File: src/rtl/izh_pkg.sv
// Shared types and fixed-point constants for the Izhikevich neuron scheduler.
package izh_pkg;

   // Sweep sequencer states
   typedef enum logic [1:0] {
      IDLE  = 2'd0,
      FETCH = 2'd1,
      WRITE = 2'd2
   } state_t;

   // Quadratic term: 0.04*v^2 ~= (v*v*41) >>> 10
   localparam int IZ_SQ_MUL = 41;
   localparam int IZ_SQ_SHR = 10;
   // Linear and constant terms of dv
   localparam int IZ_LIN    = 5;
   localparam int IZ_CONST  = 140;
   // Recovery coupling b ~= 13/64
   localparam int IZ_B_MUL  = 13;
   localparam int IZ_B_SHR  = 6;
   // Recovery rate a ~= 1/64
   localparam int IZ_A_SHR  = 6;

   // Clamp a 32-bit signed intermediate into the 16-bit state range
   function automatic logic signed [15:0] sat16(input logic signed [31:0] x);
      if (x > 32'sd32767) begin
         return 16'sh7FFF;
      end else if (x < -32'sd32768) begin
         return 16'sh8000;
      end else begin
         return $signed(x[15:0]);
      end
   endfunction

endpackage

File: src/rtl/izh_step.sv
// Combinational Izhikevich update for one neuron: (v, u, I) -> written-back (v, u) and fired flag.
module izh_step
   import izh_pkg::*;
#(
   parameter int V_PEAK = 30,
   parameter int C_RST  = -65,
   parameter int D_INC  = 8
) (
   input  logic signed [15:0] i_v,
   input  logic signed [15:0] i_u,
   input  logic signed [15:0] i_i,
   output logic signed [15:0] o_v_w,
   output logic signed [15:0] o_u_w,
   output logic               o_fired
);

   logic signed [31:0] w_v;
   logic signed [31:0] w_u;
   logic signed [31:0] w_i;
   logic signed [31:0] w_dv;
   logic signed [31:0] w_du;
   logic signed [15:0] w_v_n;
   logic signed [15:0] w_u_n;

   // Sign-extend operands; every intermediate is 32-bit and wraps like plain integer math
   assign w_v = {{16{i_v[15]}}, i_v};
   assign w_u = {{16{i_u[15]}}, i_u};
   assign w_i = {{16{i_i[15]}}, i_i};

   assign w_dv = ((w_v * w_v * IZ_SQ_MUL) >>> IZ_SQ_SHR) + (IZ_LIN * w_v) + IZ_CONST - w_u + w_i;
   // Recovery update uses the old v, not v_next
   assign w_du = (((w_v * IZ_B_MUL) >>> IZ_B_SHR) - w_u) >>> IZ_A_SHR;

   assign w_v_n = sat16(w_v + w_dv);
   assign w_u_n = sat16(w_u + w_du);

   // Threshold is applied after saturation so a clamped v still counts as a spike
   assign o_fired = (int'(w_v_n) >= V_PEAK);
   assign o_v_w   = o_fired ? 16'(C_RST) : w_v_n;
   assign o_u_w   = o_fired ? sat16(int'(w_u_n) + D_INC) : w_u_n;

endmodule

File: src/rtl/izh_neuron_scheduler.sv
// Izhikevich neuron scheduler: one shared update core swept across all neurons once per tick.
module izh_neuron_scheduler
   import izh_pkg::*;
#(
   parameter int N_NEURONS = 8,
   parameter int IDX_W     = 3,
   parameter int V_PEAK    = 30,
   parameter int C_RST     = -65,
   parameter int D_INC     = 8
) (
   input  logic                    clk,
   input  logic                    reset,
   input  logic                    tick,
   input  logic [16*N_NEURONS-1:0] I_bus,
   output logic                    busy,
   output logic                    done,
   output logic                    overrun,
   output logic                    spike_valid,
   output logic [IDX_W-1:0]        spike_idx,
   output logic [N_NEURONS-1:0]    spike_mask,
   input  logic [IDX_W-1:0]        rd_idx,
   output logic signed [15:0]      rd_v,
   output logic signed [15:0]      rd_u
);

   // Reset u is b*v with truncating division, giving -13 for v=-65
   localparam int               U_RST    = (C_RST * IZ_B_MUL) / (1 << IZ_B_SHR);
   localparam logic [IDX_W-1:0] LAST_IDX = IDX_W'(N_NEURONS - 1);

   state_t                 r_state;
   logic [IDX_W-1:0]       r_idx;
   logic                   r_busy;
   logic                   r_done;
   logic                   r_overrun;
   logic [N_NEURONS-1:0]   r_mask_acc;
   logic [N_NEURONS-1:0]   r_spike_mask;
   logic signed [15:0]     r_op_v;
   logic signed [15:0]     r_op_u;
   logic signed [15:0]     r_op_i;
   logic signed [15:0]     r_v    [N_NEURONS];
   logic signed [15:0]     r_u    [N_NEURONS];
   logic signed [15:0]     r_ibuf [N_NEURONS];
   logic signed [15:0]     r_rd_v;
   logic signed [15:0]     r_rd_u;

   logic signed [15:0]     w_v_w;
   logic signed [15:0]     w_u_w;
   logic                   w_fired;
   logic                   w_write_en;
   logic                   w_last;
   logic [N_NEURONS-1:0]   w_hit;
   logic [N_NEURONS-1:0]   w_mask_next;

   izh_step #(
      .V_PEAK (V_PEAK),
      .C_RST  (C_RST),
      .D_INC  (D_INC)
   ) u_step (
      .i_v     (r_op_v),
      .i_u     (r_op_u),
      .i_i     (r_op_i),
      .o_v_w   (w_v_w),
      .o_u_w   (w_u_w),
      .o_fired (w_fired)
   );

   // A reset arriving during WRITE suppresses both the write-back and the spike
   assign w_write_en = (r_state == WRITE) && !reset;
   assign w_last     = (r_idx == LAST_IDX);

   for (genvar gi = 0; gi < N_NEURONS; gi++) begin : g_hit
      assign w_hit[gi] = w_fired && (r_idx == IDX_W'(gi));
   end

   assign w_mask_next = r_mask_acc | w_hit;

   assign spike_valid = w_write_en && w_fired;
   assign spike_idx   = spike_valid ? r_idx : '0;
   assign busy        = r_busy;
   assign done        = r_done;
   assign overrun     = r_overrun;
   assign spike_mask  = r_spike_mask;
   assign rd_v        = r_rd_v;
   assign rd_u        = r_rd_u;

   // Sweep sequencer: index walk, operand fetch, done pulse, mask publish, overrun flag
   always_ff @(posedge clk) begin
      if (reset) begin
         r_state      <= IDLE;
         r_idx        <= '0;
         r_busy       <= 1'b0;
         r_done       <= 1'b0;
         r_overrun    <= 1'b0;
         r_mask_acc   <= '0;
         r_spike_mask <= '0;
         r_op_v       <= '0;
         r_op_u       <= '0;
         r_op_i       <= '0;
      end else begin
         r_done <= 1'b0;
         if (tick && r_busy) begin
            r_overrun <= 1'b1;
         end
         case (r_state)
            IDLE: begin
               if (tick) begin
                  r_state    <= FETCH;
                  r_idx      <= '0;
                  r_busy     <= 1'b1;
                  r_mask_acc <= '0;
               end
            end
            FETCH: begin
               r_op_v  <= r_v[r_idx];
               r_op_u  <= r_u[r_idx];
               r_op_i  <= r_ibuf[r_idx];
               r_state <= WRITE;
            end
            WRITE: begin
               if (w_last) begin
                  r_state      <= IDLE;
                  r_busy       <= 1'b0;
                  r_done       <= 1'b1;
                  r_spike_mask <= w_mask_next;
                  r_mask_acc   <= '0;
               end else begin
                  r_state    <= FETCH;
                  r_idx      <= r_idx + 1'b1;
                  r_mask_acc <= w_mask_next;
               end
            end
            default: begin
               r_state <= IDLE;
               r_busy  <= 1'b0;
            end
         endcase
      end
   end

   // Per-neuron state array: reset to rest potential, written back once per neuron per sweep
   always_ff @(posedge clk) begin
      if (reset) begin
         for (int k = 0; k < N_NEURONS; k++) begin
            r_v[k] <= 16'(C_RST);
            r_u[k] <= 16'(U_RST);
         end
      end else if (w_write_en) begin
         r_v[r_idx] <= w_v_w;
         r_u[r_idx] <= w_u_w;
      end
   end

   // Input current snapshot taken on tick acceptance so I_bus may change mid-sweep
   always_ff @(posedge clk) begin
      if (reset) begin
         for (int k = 0; k < N_NEURONS; k++) begin
            r_ibuf[k] <= '0;
         end
      end else if ((r_state == IDLE) && tick) begin
         for (int k = 0; k < N_NEURONS; k++) begin
            r_ibuf[k] <= $signed(I_bus[16*k +: 16]);
         end
      end
   end

   // Registered readout port: returns array contents as of the previous cycle
   always_ff @(posedge clk) begin
      if (reset) begin
         r_rd_v <= '0;
         r_rd_u <= '0;
      end else if (int'(rd_idx) < N_NEURONS) begin
         r_rd_v <= r_v[rd_idx];
         r_rd_u <= r_u[rd_idx];
      end else begin
         r_rd_v <= '0;
         r_rd_u <= '0;
      end
   end

endmodule

File: config.mk
export PLATFORM = sky130hd
export DESIGN_NAME = izh_neuron_scheduler
export DESIGN_NICKNAME = d
export VERILOG_FILES = /design/src/rtl/izh_pkg.sv /design/src/rtl/izh_step.sv /design/src/rtl/izh_neuron_scheduler.sv
export SDC_FILE = /design/constraint.sdc
export NUM_CORES = 2
export LEC_CHECK = 0
export ABC_AREA = 0
export CAP_MARGIN = 30
export CORE_ASPECT_RATIO = 0.9
export CORE_MARGIN = 10
export CORE_UTILIZATION = 30
export CTS_BUF_LIST = sky130_fd_sc_hd__clkbuf_4
export DETAILED_ROUTE_END_ITERATION = 8
export GPL_ROUTABILITY_DRIVEN = 1
export PLACE_DENSITY_LB_ADDON = 0.25
export SLEW_MARGIN = 20
export SYNTH_ARGS = -nofsm -noshare
export SYNTH_HDL_FRONTEND = slang
export SYNTH_SLANG_ARGS = --single-unit
File: constraint.sdc
create_clock -name clk -period 50.3 [get_ports clk]
set_clock_uncertainty 0.05 [all_clocks]
set_input_delay 7.545 -clock clk [delete_from_list [all_inputs] [get_ports clk]]
set_output_delay 7.545 -clock clk [all_outputs]
set_load 0.1 [all_outputs]
==> qor.csv <==
stage,metric,value,unit
synth,synth_top_family_by_area,adder cells,
worst_setup_path,cpMostUsedCell,inv_1,
synth,yosysTopAreaCell,edfxtp_1,
place,dp_hpwl,91700,um
cts,clock_latency,1010,ps
synth,syn-instance-count,3847,
cts,cts_resized,0,
synth,synth_area,0.0411,sq mm
drt,drt-total-wl,122000,um
cts,htreeDepth,4,
place,place.gp.congestion,0.858,
worst_setup_path,critPathSlowestCell,clkdlybuf4s50_1,
sta,slew_headroom,32.6,%
job,drv_cap,0,
synth,yosys.area.top_type_share,28.0,%
grt,grt.overflow.total,0,
sta,finalSetupViolCount,0,
synth,avgSynthCellArea,10.7,sq um
die,die_area,0.152,sq mm
die,dieWidth,410,um
cts,cts_made_buffers,139,
worst_setup_path,slowest_delay,1150,ps
synth,ys_seq_area_share,33.1,%
cts,root_buffer,clkbuf_4,
synth,synth_fa_ha_area_share,26.7,%
synth,synthFlopType,edfxtp_1,
synth,yosys_register_bits,488,
synth,synth_area_leaders,"edfxtp_1 (28%), fa_1 (16%), ha_1 (11%)",
sta,worstMarginPinSlew,1010,ps
synth,synth-compound-area-share,8.00,%
grt,grt_pass1_wl,187000,um
die,pin_count,181,
cts,hold_buffers,0,
worst_setup_path,path_class,flop to output port,
worst_setup_path,critPathLaunchType,flop,
place,port_buffers,180,
synth,synthMuxAreaShare,9.83,%
die,initial_core_util,30.3,%
synth,yosys.area_share.xor_xnor,2.68,%
finish,drive_above_1_share,13.0,%
cts,cts.sinks,488,
cts,postCtsSetupRepairBufs,0,
drt,wl_per_cell,20.3,um
grt,grt_util_all_layers,15.8,%
worst_setup_path,cp.required,42700,ps
sta,drv_slew,0,
sta,setup_tns,0,ps
synth,synth_edf_count,384,
sta,fmax,40.0,MHz
cts,clk_pin_slew,60,ps
finish,nNetsFinal,4889,
drt,ant_nets,0,
grt,grt_pass1_vias,30400,
synth,synth_cell_types,95,
drt,dr.pass1.iters,5,
finish,area_delta_synth_final,15.2,%
synth,syn-num-nets,4659,
sta,finalWorstPathRequiredPeriod,24980,ps
die,dieHeight,371,um
drt,drt_iter0_drc,1852,
drt,drc,0,
synth,ys_async_sr_fraction,0,%
cts,clock_path_buffers,3,
die,coreArea,0.136,sq mm
synth,yosysWarningCount,0,
drt,num_vias,29100,
worst_setup_path,worstPathArrival,17390,ps
drt,via_per_inst,4.84,
grt,grt_start_max_net_pins,97,
cts,cts_tree,built,
sta,fin_crit_sh,49.7,%
grt,antenna_found_initial,3,
die,row_count,128,
sta,final_hold_viol_count,0,
sta,grt_setup_unrepaired,false,
run_status,outcome,"complete, no violations",
hold_path,hold_path.class,flop to flop,
synth,synth-simple-area-share,12.6,%
worst_setup_path,cp_max_fo,25,
worst_setup_path,end_kind,output port,
[registers in the layout (all words and copies together) (netlist names)]
signal / count
r_op_i: 16
r_idx: 3
spike_mask: 8
r_op_u: 16
r_mask_acc: 8
busy: 1
overrun: 1
rd_v: 16
r_op_v: 16
r_ibuf: 128
done: 1
r_v: 128
r_state: 2
rd_u: 16
r_u: 128
[Yosys cell counts, types with 5 or more instances]
cell type and count:
a211oi_1 13, a21o_1 51, a21oi_1 105, a311oi_1 50
a31o_2 13, a31oi_1 16, and2_1 107, and3_1 24
buf_1 26, buf_2 14, clkbuf_1 110, dfxtp_1 104
edfxtp_1 384, fa_1 323, ha_1 355, inv_1 606
maj3_1 7, mux2i_1 40, mux4_2 160, nand2_1 467
nand2b_1 32, nand3_1 33, nand4_1 11, nor2_1 272
nor2b_1 56, nor3_1 52, nor3b_1 10, nor4_1 9
o2111ai_1 7, o211ai_1 11, o21a_1 24, o21ai_0 56
o21ai_1 7, o21bai_1 16, o22ai_1 5, o2bb2ai_1 5
o31ai_1 6, or2_2 13, or3_1 12, xnor2_1 89
xor2_1 37
[critical path, delay by kind of cell (launching register included)]
family	cells	cell delay [ps]
buffers and inverters	12	2430
adders and majority gates	16	6810
AOI/OAI and AO/OA	18	4170
xor gates and xnor gates	2	400
DFF	1	790
and+or+nand+nor	9	1770
[logic make-up (layout without fill, tap and decap cells)]
family / Yosys count / count (layout)
and+or+nand+nor: 1127 / 1127
buffers and inverters: 762 / 1103
adders and majority gates: 685 / 685
DFF: 488 / 488
AOI/OAI and AO/OA: 456 / 456
muxes: 203 / 203
xor gates and xnor gates: 126 / 126
other: 0 / 4
[stage by stage]
step / hold WS [ps] / cells / utilization, % / setup slack (ps) / instance area (sq um)
floorplan: 360 / 3847 / - / 27350 / 41100
global placement: 370 / 5734 / 33.1 / 26180 / 45000
detailed placement: 378 / 5753 / 33.4 / 26130 / 45400
CTS: 387 / 6005 / 34.8 / 24980 / 47300
global route: 417 / 6012 / 34.9 / 24030 / 47300
finish: 385 / 6012 / 34.9 / 25320 / 47300
[routing by layer]
layer	global-route usage, %	routed length, um	up-vias
met5	0	0	-
li1	-	-	13700
met4	3.00	1410	0
met1	22.2	58100	14600
met3	2.97	6240	110
met2	25.5	56100	743
[cells in the final DEF, fill, tap and decap left out, types with 37 or more instances in the layout]
master	n
xnor2_1	89
clkdlybuf4s50_1	176
nor3_1	49
o21ai_0	56
ha_1	355
nand2_1	467
fa_1	323
clkbuf_4	208
buf_4	42
mux4_2	160
a21o_1	51
a311oi_1	50
dfxtp_1	101
mux2i_1	40
a21oi_1	105
edfxtp_1	384
and2_1	107
nor2_1	264
nor2b_1	55
xor2_1	37
inv_1	606
[final cells by class]
type | count | area [sq um]
fillers | 13800 | 88500
inverters | 608 | 2280
multi-input cells | 2597 | 24700
clock inverters | 44 | 320
flip-flops and latches | 488 | 13600
well taps | 1820 | 2280
clock buffers | 208 | 1560
diodes | 4 | 10.0
repair buffers | 243 | 2590
[path summary, 6_finish.rpt]
check                           slack (ps)  cells after the start                    endpoint                        from
worst max-delay path                 25320                     57                spike_idx[1]      r_op_v[8]$_SDFFE_PP0P_
worst min-delay path                   380                      2  r_mask_acc[7]$_SDFFE_PP0P_  r_mask_acc[7]$_SDFFE_PP0P_
worst max register to register       33450                     57     r_v[0][5]$_SDFFCE_PN1P_      r_op_v[8]$_SDFFE_PP0P_
worst min register to register         380                      2  r_mask_acc[7]$_SDFFE_PP0P_  r_mask_acc[7]$_SDFFE_PP0P_
Power is left out: the tool's default activity adds up to more than one toggle a clock period on the data nets, which glitch-free logic cannot reach.
